$ cat config.mk
export PLATFORM = sky130hd
export DESIGN_NAME = hex_reader
export DESIGN_NICKNAME = d
export VERILOG_FILES = /design/src/rtl/hex_pkg.sv /design/src/rtl/seg_decode.sv /design/src/rtl/hex_reader.sv
export SDC_FILE = /design/constraint.sdc
export NUM_CORES = 1
export LEC_CHECK = 0
export CORE_MARGIN = 4
export CORE_UTILIZATION = 52
export DETAILED_ROUTE_END_ITERATION = 16
export PLACE_DENSITY = 0.82
export SLEW_MARGIN = 20
export SYNTH_ARGS = -nofsm -noshare
export SYNTH_HDL_FRONTEND = slang
export SYNTH_SLANG_ARGS = --single-unit
export TNS_END_PERCENT = 10
$ cat constraint.sdc
create_clock -name clk -period 2.4 [get_ports clk]
set_input_delay 0.48 -clock clk [delete_from_list [all_inputs] [get_ports clk]]
set_output_delay 0.48 -clock clk [all_outputs]
set_load 0.005 [all_outputs]
$ cat src/rtl/hex_pkg.sv
// Shared constants and types for the seven-segment read-back block.
// Segment codes are active-low, bit 6 = g ... bit 0 = a.
package hex_pkg;

  localparam logic [6:0] SEG_0     = 7'h40;
  localparam logic [6:0] SEG_1     = 7'h79;
  localparam logic [6:0] SEG_2     = 7'h24;
  localparam logic [6:0] SEG_3     = 7'h30;
  localparam logic [6:0] SEG_4     = 7'h19;
  localparam logic [6:0] SEG_5     = 7'h12;
  localparam logic [6:0] SEG_6     = 7'h02;
  localparam logic [6:0] SEG_7     = 7'h78;
  localparam logic [6:0] SEG_8     = 7'h00;
  localparam logic [6:0] SEG_9     = 7'h18;
  localparam logic [6:0] SEG_BLANK = 7'h7F;

  // WAIT: nothing accepted since reset, LOCK: legal digit held, BAD: illegal pattern held
  typedef enum logic [1:0] {
    WAIT = 2'd0,
    LOCK = 2'd1,
    BAD  = 2'd2
  } state_t;

endpackage

$ cat src/rtl/seg_decode.sv
// Combinational seven-segment decoder: maps an active-low pattern to
// {legal, value}. Illegal patterns report value 0.
module seg_decode
  import hex_pkg::*;
(
  input  logic [6:0] hex,
  output logic       legal,
  output logic [3:0] value
);

  // Table lookup against the ten legal codes
  always_comb begin
    legal = 1'b1;
    value = 4'd0;
    unique case (hex)
      SEG_0:   value = 4'd0;
      SEG_1:   value = 4'd1;
      SEG_2:   value = 4'd2;
      SEG_3:   value = 4'd3;
      SEG_4:   value = 4'd4;
      SEG_5:   value = 4'd5;
      SEG_6:   value = 4'd6;
      SEG_7:   value = 4'd7;
      SEG_8:   value = 4'd8;
      SEG_9:   value = 4'd9;
      default: legal = 1'b0;
    endcase
  end

endmodule

$ cat src/rtl/hex_reader.sv
// Reads back a seven-segment display pattern: debounces HEX for
// STABLE_CYCLES edges, decodes it, tracks the accepted digit and flags
// +1 steps, 9->0 wraps and other jumps as one-cycle pulses.
// Optional feature: define HEX_READER_JUMP_EN to enable the jump output;
// without it jump is tied low and its compare logic is absent.
module hex_reader
  import hex_pkg::*;
#(
  parameter int unsigned STABLE_CYCLES = 3  // legal 1..15
) (
  input  logic       clk,
  input  logic       reset,
  input  logic [6:0] HEX,
  output logic [3:0] digit,
  output logic       valid,
  output logic       err,
  output logic       incrOut,
  output logic       wrapOut,
  output logic       jump
);

  localparam logic [3:0] SAT = 4'(STABLE_CYCLES);

  logic [6:0] sample;
  logic [3:0] cnt;
  logic       accept;
  logic       legal;
  logic [3:0] value;
  logic [3:0] digit_inc;
  state_t     state, state_nxt;

  // Acceptance is the edge on which the counter steps from SAT-1 to SAT;
  // once saturated the same pattern is not accepted again.
  assign accept = (HEX == sample) && (cnt == SAT - 4'd1);

  // sample is equal to HEX whenever accept is high, so decoding the
  // registered copy keeps the input port off the decode path
  seg_decode u_dec (
    .hex   (sample),
    .legal (legal),
    .value (value)
  );

  assign digit_inc = (digit == 4'd9) ? 4'd0 : digit + 4'd1;

  // Sample register and stability counter
  always_ff @(posedge clk) begin
    if (reset) begin
      sample <= SEG_BLANK;
      cnt    <= 4'd0;
    end else begin
      sample <= HEX;
      if (HEX != sample)  cnt <= 4'd0;
      else if (cnt != SAT) cnt <= cnt + 4'd1;
    end
  end

  // State register
  always_ff @(posedge clk) begin
    if (reset) state <= WAIT;
    else       state <= state_nxt;
  end

  // Next state: only an acceptance moves the FSM
  always_comb begin
    state_nxt = state;
    if (accept) state_nxt = legal ? LOCK : BAD;
  end

  assign valid = (state == LOCK);
  assign err   = (state == BAD);

  // Held digit and step pulses; pulses only compare when moving LOCK->LOCK
  always_ff @(posedge clk) begin
    if (reset) begin
      digit   <= 4'd0;
      incrOut <= 1'b0;
      wrapOut <= 1'b0;
    end else begin
      incrOut <= 1'b0;
      wrapOut <= 1'b0;
      if (accept && legal) begin
        digit <= value;
        if (state == LOCK) begin
          incrOut <= (value == digit_inc);
          wrapOut <= (digit == 4'd9) && (value == 4'd0);
        end
      end
    end
  end

`ifdef HEX_READER_JUMP_EN
  // Jump pulse: any change other than a +1 mod 10 step
  always_ff @(posedge clk) begin
    if (reset) begin
      jump <= 1'b0;
    end else begin
      jump <= 1'b0;
      if (accept && legal && (state == LOCK))
        jump <= (value != digit) && (value != digit_inc);
    end
  end
`else
  assign jump = 1'b0;
`endif

endmodule
==> impl_results.md <==
- Non-filler cells, final: around 170
- Clk buf depth: 2
- Hold Crit Depth: 2
- FILL cells: 177
- WL/cell: 13.67 µm
- Core Region: 2042 µm²
- Net Sw Frac: 0.2441
- Layout area overhead: 18.19%
- GRT Total Usage: 0.1605
- Hold_sp: state[1]
- Worst setup SP type: register
- Post-synth top area cell: dfxtp_1
- DRC: 0
- # rows: 16
- Final worst path period share: 0.9059
- WL met2: 1.165 mm
- Post-synthesis compound-gate area fraction: 0.1421
- H-tree depth: 1
- Chip height: 55.28 µm
- Largest family of logic cells by synthesized area: simple AND/OR/NAND/NOR gates
- Endpoint class of the critical path: register
- Max Fclk: 459.9 MHz
- Reg area: 381.6 µm²
- Nets: 158
- Clock latency on the worst-skew pair: just under 300 ps
- Cells after Synth: 130
- # clock sinks: 19
- WL final: roughly 2.4 mm
- Final Hold Viols: 0
- Cts repair resizes: 0
- Top Metal Used: met4
- Drt pass-1 iters: 4
- Antenna-violating nets left: 0
- TritonCTS clock tree: done
- R2r endpoint: incrOut
- Tmin final: 2174 ps
- Seq/Total Area, Yosys: 0.3272
- Hold Slack: 525.3 ps
- Unrepaired setup endpoints after global routing: false
- Internal: 0.4217 mW
- Final setup skew: 1.164 ps
- Synth cell types: 46
- Synth Register Bits: 19
- Reg-to-Reg Start: sample[5]
- Post-synth top flop: dfxtp_1
- Crit path max fanout: 10
- Via Count: 967
- PortBufs: 16
- Placed cells: 169
- Area of the multi-input gates: just over 700 µm²
- CP required: 2600 ps
- Post-Synthesis Cell Area: around 1200 µm²
- Status: finished clean
- Cell breakdown of the critical path: or4_4 -> o22a_2 -> xnor2_1 -> or3_1 -> a2111oi_2
- GP Congestion: 0.7584
- CP max stage cell: or4_4
- Vias per Instance: between 5 and 6
- Area share of the largest cell type after synthesis: 0.3272
- Dpl cell area: about 1300 µm²
- CTS Root Cell: clkbuf_4
- Maxcap violations: 0
- Psw: 0.1362 mW
- Setup Buffers After CTS: 0
- WS Path Type: reg2reg
- Chip width: 55.28 µm
- Starting Density: 0.5692
- Worst reg2reg path depth: 5
- CP peak stage delay: 550 ps
- Top cells by area, synth: dfxtp_1, xor2_1, xnor2_1, or2_2, nor2_1
- M1 WL: around 1.1 mm
- Sequential fraction of design power: 0.602
- Worst-path clk slew: 100 ps
- Worst Hold Class: reg2reg
- DRT iter0 DRCs: 14
- # hold bufs at CTS: 0
- Post-synth ARST share: 0
- Reg-to-reg slack, setup: approximately 230 ps
- TritonCTS buffer count: 3
- Clock power frac: 0.287
- Final setup viols: 0
- CP startpoint: sample[5]
- Avg Synthesized Cell Area: between 8 and 9 µm²
- GRT overflow: 0
- Area share of fa/ha/maj cells after synthesis: 0.02153
- PwrDens: 406.1 nW/µm²
- N_diodes: 0
- Dpl hpwl: 1.768 mm
- P_leak: roughly 0.45 nW
- Layout cells sized above 1: 0.2055
- Metal3 WL: 60 µm
- Initial antenna violation count: 0
- Mux cell area share after synthesis: 0.01722
- Vias in the first global route: between 900 and 1000
- Syn_nets: 141
- Largest net degree at the start of global routing: 12
- Hold worst-path end: state[1]
- Synth warn: 0
- Synth Area in Simple Gates: 0.3014
- Arr. time, crit path: 2370 ps
- Global-route wire length before repair: 4.091 mm
- Final Cell Area: 1374 µm²
- Logic gate share of total power: 0.111
- Xor and xnor area share after synthesis: 0.1281
- EDFF count, synth: 0
- DIE AREA: 3056 µm²
- Max VDD drop: 0.3086 mV
- Ports: 18
- Final Slew Violations: 0
-- through the flow --
stage	setup TNS, ps	worst slack (ps)	util	total power, mW
2_1_floorplan	0	268.4	-	0.3826
3_3_place_gp	0	74.71	0.6563	0.3999
3_5_place_dp	-18.74	-18.74	0.6563	0.4028
4_1_cts	0	151.6	0.6691	0.5626
5_1_grt	0	84.07	0.6728	0.5872
6_report	0	225.8	0.6728	0.5580
-- cell usage in the layout (no fill, tap or decap), types with 4 or more instances in the layout --
| master | instances |
|---|---|
| nor2_1 | 11 |
| a21oi_1 | 4 |
| nor3_1 | 4 |
| dfxtp_1 | 18 |
| xnor2_1 | 8 |
| buf_4 | 6 |
| o21ai_0 | 4 |
| or2_2 | 8 |
| clkdlybuf4s50_1 | 16 |
| nand3_1 | 5 |
| nand3b_1 | 4 |
| nand2_1 | 5 |
| xor2_1 | 9 |
-- power groups by stage --
stage	clock network [mW]	registers, mW	logic [mW]
2_1_floorplan	0	0.331	0.0513
3_3_place_gp	0	0.341	0.0590
3_5_place_dp	0	0.342	0.0612
4_1_cts	0.167	0.334	0.0616
5_1_grt	0.182	0.337	0.0678
6_report	0.160	0.336	0.0619
-- synthesized netlist by cell type, types with 4 or more instances --
cell	n
o21ai_0	4
nor2_1	11
xnor2_1	8
xor2_1	9
clkbuf_1	5
or2_2	8
nand3b_1	4
nand2_1	5
nand3_1	5
nor3_1	4
dfxtp_1	19
a21oi_1	4
-- flip-flops by register name, indices dropped and copies added, names as in the netlist --
signal   cells
sample       7
wrapOut      1
digit        4
incrOut      1
cnt          4
state        2
-- worst max-delay path: cells and delay by family, from the launching register on --
family / cells / cell delay (ps)
compound gates: 2 / 660
xor+xnor: 1 / 140
flops: 1 / 400
simple gates: 2 / 870
-- logic make-up after synthesis --
kind of cell / after synthesis
compound gates: 20
xor+xnor: 17
fa+ha+maj: 2
buf+inv: 12
flops: 19
mux: 2
other cells: 1
simple gates: 57
-- worst max path at each step --
stage                    to  slack, ps  depth (start not counted)
floorplan           incrOut        270                          7
global placement    incrOut         70                          7
detailed placement  incrOut        -20                          7
CTS                 incrOut        150                          6
global route        incrOut         80                          6
finish              incrOut        230                          5
-- final cells by class --
class | instances | area share
clock buffer | 4 | 0.01913
multi-input combinational | 99 | 0.5237
inverter | 2 | 0.005464
timing repair buffer | 22 | 0.1494
tap | 27 | 0.02459
sequential | 19 | 0.2778
-- routing by layer --
| layer | GRT usage | vias to the layer above |
|---|---|---|
| met2 | 0.2720 | 13 |
| li1 | - | 492 |
| met4 | 0.08333 | 0 |
| met5 | 0 | - |
| met1 | 0.1935 | 460 |
| met3 | 0.02564 | 2 |
Note: power is estimated with default switching activity, not from simulation.
